`src/rtl/vend_pkg.sv`:
```
// rtl/vend_pkg.sv - shared coin codes, coin values and dispenser state type
package vend_pkg;

    localparam int CENTS_W_DEF = 12;
    localparam int N_COINS     = 5;

    localparam logic [2:0] COIN_DOLLAR  = 3'd0;
    localparam logic [2:0] COIN_HALF    = 3'd1;
    localparam logic [2:0] COIN_QUARTER = 3'd2;
    localparam logic [2:0] COIN_DIME    = 3'd3;
    localparam logic [2:0] COIN_NICKEL  = 3'd4;

    typedef enum logic [2:0] {
        ST_IDLE,
        ST_SELECT,
        ST_REQ,
        ST_GAP,
        ST_DONE
    } state_e;

    // Value in cents of the coin identified by a coin code.
    function automatic int unsigned coin_value(input logic [2:0] code);
        case (code)
            COIN_DOLLAR:  coin_value = 100;
            COIN_HALF:    coin_value = 50;
            COIN_QUARTER: coin_value = 25;
            COIN_DIME:    coin_value = 10;
            COIN_NICKEL:  coin_value = 5;
            default:      coin_value = 0;
        endcase
    endfunction

endpackage

```
`src/rtl/coin_priority_sel.sv`:
```
// rtl/coin_priority_sel.sv - picks the highest-value denomination with coins left
module coin_priority_sel
    import vend_pkg::*;
#(
    parameter int COUNT_W = 4
) (
    input  logic [COUNT_W-1:0] dollars_i,
    input  logic [COUNT_W-1:0] half_dollars_i,
    input  logic [COUNT_W-1:0] quarters_i,
    input  logic [COUNT_W-1:0] dimes_i,
    input  logic [COUNT_W-1:0] nickels_i,
    output logic               valid_o,
    output logic [2:0]         code_o
);

    // Fixed priority, largest coin first; valid_o low means nothing left to pay.
    always_comb begin
        valid_o = 1'b1;
        code_o  = COIN_DOLLAR;
        if (dollars_i != '0) begin
            code_o = COIN_DOLLAR;
        end else if (half_dollars_i != '0) begin
            code_o = COIN_HALF;
        end else if (quarters_i != '0) begin
            code_o = COIN_QUARTER;
        end else if (dimes_i != '0) begin
            code_o = COIN_DIME;
        end else if (nickels_i != '0) begin
            code_o = COIN_NICKEL;
        end else begin
            valid_o = 1'b0;
        end
    end

endmodule

```
`src/rtl/change_dispenser.sv`:
```
// rtl/change_dispenser.sv - pays out coin counts one at a time over a hopper handshake
module change_dispenser
    import vend_pkg::*;
#(
    parameter int COUNT_W       = 4,
    parameter int CENTS_W       = CENTS_W_DEF,
    parameter int EJECT_TIMEOUT = 255,
    parameter int GAP_CYCLES    = 2
) (
    input  logic               clk,
    input  logic               reset,
    input  logic               start,
    input  logic [COUNT_W-1:0] dollars,
    input  logic [COUNT_W-1:0] half_dollars,
    input  logic [COUNT_W-1:0] quarters,
    input  logic [COUNT_W-1:0] dimes,
    input  logic [COUNT_W-1:0] nickels,
    output logic               eject_req,
    output logic [2:0]         coin_sel,
    input  logic               eject_ack,
    output logic               busy,
    output logic               done,
    output logic               fault,
    output logic [CENTS_W-1:0] dispensed_cents
);

    state_e               state_q, state_d;
    logic [COUNT_W-1:0]   rem_q [N_COINS];
    logic [COUNT_W-1:0]   rem_d [N_COINS];
    logic [2:0]           sel_q, sel_d;
    logic [CENTS_W-1:0]   cents_q, cents_d;
    logic                 fault_q, fault_d;
    logic [15:0]          cnt_q, cnt_d;   // REQ timeout counter, reused as GAP counter

    logic                 pri_valid;
    logic [2:0]           pri_code;

    coin_priority_sel #(.COUNT_W(COUNT_W)) u_sel (
        .dollars_i      (rem_q[0]),
        .half_dollars_i (rem_q[1]),
        .quarters_i     (rem_q[2]),
        .dimes_i        (rem_q[3]),
        .nickels_i      (rem_q[4]),
        .valid_o        (pri_valid),
        .code_o         (pri_code)
    );

    assign eject_req       = (state_q == ST_REQ);
    assign busy            = (state_q != ST_IDLE);
    assign done            = (state_q == ST_DONE);
    assign coin_sel        = sel_q;
    assign fault           = fault_q;
    assign dispensed_cents = cents_q;

    // State register plus job bookkeeping; reset discards any unpaid remainder.
    always_ff @(posedge clk or negedge reset) begin
        if (!reset) begin
            state_q <= ST_IDLE;
            for (int i = 0; i < N_COINS; i++) rem_q[i] <= '0;
            sel_q   <= '0;
            cents_q <= '0;
            fault_q <= 1'b0;
            cnt_q   <= '0;
        end else begin
            state_q <= state_d;
            rem_q   <= rem_d;
            sel_q   <= sel_d;
            cents_q <= cents_d;
            fault_q <= fault_d;
            cnt_q   <= cnt_d;
        end
    end

    // Next-state logic: select, request, wait out the gap, repeat until empty or timed out.
    always_comb begin
        state_d = state_q;
        rem_d   = rem_q;
        sel_d   = sel_q;
        cents_d = cents_q;
        fault_d = fault_q;
        cnt_d   = cnt_q;
        case (state_q)
            ST_IDLE: begin
                if (start) begin
                    rem_d[0] = dollars;
                    rem_d[1] = half_dollars;
                    rem_d[2] = quarters;
                    rem_d[3] = dimes;
                    rem_d[4] = nickels;
                    cents_d  = '0;
                    fault_d  = 1'b0;
                    cnt_d    = '0;
                    state_d  = ST_SELECT;
                end
            end
            ST_SELECT: begin
                cnt_d = '0;
                if (pri_valid) begin
                    sel_d   = pri_code;
                    state_d = ST_REQ;
                end else begin
                    state_d = ST_DONE;
                end
            end
            ST_REQ: begin
                // An ack on the timeout edge still pays the coin.
                if (eject_ack) begin
                    if (rem_q[sel_q] != '0) begin
                        rem_d[sel_q] = rem_q[sel_q] - 1'b1;
                    end
                    cents_d = cents_q + CENTS_W'(coin_value(sel_q));
                    cnt_d   = '0;
                    state_d = (GAP_CYCLES == 0) ? ST_SELECT : ST_GAP;
                end else if (cnt_q == 16'(EJECT_TIMEOUT - 1)) begin
                    fault_d = 1'b1;
                    cnt_d   = '0;
                    state_d = ST_DONE;
                end else begin
                    cnt_d = cnt_q + 16'd1;
                end
            end
            ST_GAP: begin
                if (cnt_q == 16'(GAP_CYCLES - 1)) begin
                    cnt_d   = '0;
                    state_d = ST_SELECT;
                end else begin
                    cnt_d = cnt_q + 16'd1;
                end
            end
            ST_DONE: begin
                state_d = ST_IDLE;
            end
            default: begin
                state_d = ST_IDLE;
            end
        endcase
    end

endmodule

```
`config.mk`:
```
export PLATFORM = sky130hd
export DESIGN_NAME = change_dispenser
export DESIGN_NICKNAME = d
export VERILOG_FILES = /design/src/rtl/vend_pkg.sv /design/src/rtl/coin_priority_sel.sv /design/src/rtl/change_dispenser.sv
export SDC_FILE = /design/constraint.sdc
export NUM_CORES = 1
export LEC_CHECK = 0
export ABC_AREA = 1
export BUFFER_PORTS_ARGS = -buffer_cell sky130_fd_sc_hd__buf_2
export CORE_ASPECT_RATIO = 0.7
export CORE_MARGIN = 4
export CORE_UTILIZATION = 53
export DETAILED_ROUTE_END_ITERATION = 6
export PLACE_DENSITY = 0.76
export SKIP_LAST_GASP = 1
export SLEW_MARGIN = 10
export SYNTH_ARGS = -nofsm -noshare
export SYNTH_HDL_FRONTEND = slang
export SYNTH_HIERARCHICAL = 1
export SYNTH_SLANG_ARGS = --single-unit
```
`constraint.sdc`:
```
create_clock -name clk -period 2.3 [get_ports clk]
set_input_delay 0.23 -clock clk [delete_from_list [all_inputs] [get_ports clk]]
set_output_delay 0.23 -clock clk [all_outputs]
set_load 0.01 [all_outputs]
```
==> summary.txt <==
======================================================================================
Cell seen most often among critical-path stages ......................... sky130_fd_sc_hd__nand2_1
Critical Path Sink Type .................................................     register
Core outline area .......................................................    6820 um^2
Critical path cell sequence ............................................. inv_2 -> nor2_2 -> nand2_2 -> nand2_1 -> ha_1 -> nand2_1 -> o21ai_0 -> a21oi_1 -> o21ai_1 -> nand3_1 -> nand2_1 -> nor2_1
Slew Viols, Final .......................................................            0
Placer's final routability congestion estimate ..........................        0.956
Total length of routed wires ............................................      9810 um
Leading cell type in the layout, fill and taps excluded ................. sky130_fd_sc_hd__nand2_1
Fmax ....................................................................      463 MHz
Outcome ................................................................. finished clean
Area added between synthesis and finish .................................        17.0%
Setup repair after global routing missed its margin .....................         true
Number of buffers between clock root and the deepest sink ...............            2
Tot Pwr .................................................................      1.86 mW
Part of the Yosys area used for sequential elements .....................        36.5%
Die width ...............................................................       109 um
Total power divided by cell area ........................................  422 nW/um^2
Maximum net fanout on the critical path .................................            5
CP startpoint kind ......................................................     register
EDFF count, synth .......................................................            0
Share of cells above drive strength 1 ...................................        20.9%
Max-cap violations ......................................................            0
Drt first-iter violations ...............................................          330
Avg Synthesized Cell Area ...............................................    7.14 um^2
Synth Instances .........................................................          528
Required time at the worst-slack endpoint ...............................      2510 ps
Worst slew margin relative to its limit .................................        57.8%
Most used DFF post-synth ................................................ sky130_fd_sc_hd__dfrtp_1
Wire length of the first global-routing pass ............................    16,400 um
Fraction of the cycle the final worst path needs ........................        93.9%
Maximum number of pins on one net before global-route repair ............           32
DIE HEIGHT ..............................................................      78.5 um
Type of the worst setup path ............................................      reg2reg
Total routing resource utilization after global routing .................        23.9%
Detailed-route DRC error count ..........................................            0
Via density per instance ................................................         5.40
Most frequent cells in the layout ....................................... sky130_fd_sc_hd__nand2_1 (152), sky130_fd_sc_hd__inv_1 (60), sky130_fd_sc_hd__nor2_1 (60)
Sequential cell area in the final layout ................................    1380 um^2
Net count after synthesis ...............................................          564
Slowest CP cell ......................................................... sky130_fd_sc_hd__dfrtp_2
Remaining Overflow, GRT .................................................            0
Synth Warn # ............................................................            6
Arrival time reported for the critical path endpoint ....................      2370 ps
Worst-case hold slack ...................................................       203 ps
Master cell of the clock root buffer .................................... sky130_fd_sc_hd__clkbuf_8
HPWL reported at the end of detailed placement ..........................      7380 um
Total CTS buffers .......................................................            5
Cell area after synthesis ...............................................    3770 um^2
Die Outline Area ........................................................    8540 um^2
Remaining antenna violation count after routing .........................            0
Drt first pass iters ....................................................            5
Initial Util ............................................................        55.2%
Peak supply drop ........................................................   0.000247 V
Count of vias placed by the detailed router .............................        3,691
# port buffers ..........................................................           42
P_leak ..................................................................      2.32 nW
Via count of the first global-routing pass ..............................        3,474
Minimum clock period after layout .......................................      2160 ps
Worst Hold Class ........................................................       in2reg
Multi-input gate area in the final layout ...............................    2160 um^2
# H-tree levels .........................................................            2
Crit path largest cell delay ............................................       460 ps
Number of core rows .....................................................           25
Post-DR wirelength/cell .................................................      14.4 um
Clk_lat worst skew ......................................................       320 ps
Final Skew ..............................................................      7.90 ps
Number of ports placed on the die boundary ..............................           43
Count of antenna diodes in the layout ...................................            0
Number of hold violations in the final report ...........................            0
TritonCTS clock tree ....................................................         done
Slew of the pin with the lowest slew margin .............................       633 ps
Initial antenna violation count .........................................            0
Filler cell count in the final layout ...................................          622
Number of nets in the layout ............................................          624
Count of state elements after synthesis .................................           55
Number of sinks on the clock net ........................................           55
Total of endpoints with negative setup slack in the final report ........            0
Clock slew at the register clock pins of the worst setup and hold paths .       100 ps
Post-synthesis cell type count ..........................................           42
Fraction of registers with async set or reset after synthesis ...........         100%
======================================================================================
layer usage:
metal | up-vias | global-route usage (%) | part of all wire, %
met2 | 139 | 35.7 | 43
met1 | 1720 | 35.1 | 48
li1 | 1817 | - | -
met3 | 15 | 5.01 | 8.1
met5 | - | 0 | 0
met4 | 0 | 6.05 | 1.4
final timing paths:
path                        startpoint                   to  slack [ps]  cells after the start
max reg2reg                coin_sel[1]   dispensed_cents[7]         140                     12
max                        coin_sel[1]   dispensed_cents[7]         140                     12
min reg2reg                      fault                fault         520                      2
max in group asynchronous        reset          coin_sel[0]        1250                      3
min in group asynchronous        reset  dispensed_cents[11]         460                      2
min                           dimes[1]             rem_q[5]         200                      3
area by class of cell:
class / count / area share (%)
multi-input combinational: 398 / 49.0
inverter: 70 / 6.16
timing repair buffer: 58 / 7.83
clock buffer: 6 / 1.65
sequential: 55 / 31.3
clock inverter: 2 / 1.36
tap: 94 / 2.67
logic make-up after synthesis:
logic type / count (synthesis) / synth area share [%]
XOR/XNOR: 13 / 3.02
flip-flops: 55 / 36.5
AND/OR/NAND/NOR: 305 / 37.0
buffers and inverters: 75 / 8.07
adder cells (fa/ha/maj): 12 / 4.18
AO/OA/AOI/OAI: 68 / 11.2
report_power, final:
group,leakage [nW],internal (mW),switching (mW)
Combinational,1.58,0.0449,0.0610
Clock,0.0654,0.436,0.343
Sequential,0.669,0.971,0.00441
metrics by stage:
step | setup TNS, ps | utilization, % | setup WS, ps | instances | area [um^2]
2_1_floorplan | 0 | - | 61.4 | 528 | 3770
3_3_place_gp | 0 | 60.9 | 70.2 | 670 | 4150
3_5_place_dp | 0 | 60.9 | 37.1 | 670 | 4150
4_1_cts | 0 | 63.2 | 20.2 | 681 | 4310
5_1_grt | -527 | 64.7 | -45.1 | 683 | 4410
6_report | 0 | 64.7 | 141 | 683 | 4410
synthesized netlist by cell type (3+ instances only):
cell,instances,share of area (%)
sky130_fd_sc_hd__nand2_1,157,16
sky130_fd_sc_hd__nor2_1,66,6.6
sky130_fd_sc_hd__inv_1,62,6.2
sky130_fd_sc_hd__dfrtp_1,55,37
sky130_fd_sc_hd__nand3_1,32,4.3
sky130_fd_sc_hd__o21ai_0,23,3.1
sky130_fd_sc_hd__a21oi_1,21,2.8
sky130_fd_sc_hd__nor3_1,13,1.7
sky130_fd_sc_hd__ha_1,11,3.7
sky130_fd_sc_hd__xor2_1,9,2.1
sky130_fd_sc_hd__a22o_1,6,1.4
sky130_fd_sc_hd__nand2_2,6,1.0
sky130_fd_sc_hd__inv_2,5,0.50
sky130_fd_sc_hd__nand3_2,5,1.3
sky130_fd_sc_hd__nor2_2,5,0.83
sky130_fd_sc_hd__o22ai_1,5,0.83
sky130_fd_sc_hd__nand4_1,4,0.66
sky130_fd_sc_hd__nor2_4,4,1.2
sky130_fd_sc_hd__xnor2_1,4,0.93
sky130_fd_sc_hd__a22oi_1,3,0.60
sky130_fd_sc_hd__a32oi_1,3,0.70
sky130_fd_sc_hd__nand2_4,3,0.90
state kept, by name, summed over array words and instances, names as in the netlist:
register	flops
cnt_q	16
coin_sel	3
dispensed_cents	12
fault	1
rem_q	20
state_q	3
worst max-delay path, delay by kind of cell (launching register included):
family                     cells  cell delay (ps)
AOI/OAI and AO/OA              3              530
DFF                            1              460
and+or+nand+nor                7              570
buffers and inverters          1              100
adders and majority gates      1              400
timing repair:
action | 4_1_cts | 5_1_grt
gates resized for setup | 2 | 28
endpoints found under the setup margin | 2 | 26
pin swaps | 1 | 5
endpoints found under the hold margin | 24 | 0
buffers inserted | 2 | 2
hold buffers | 1 | 0
(Power assumes the default switching activity.)
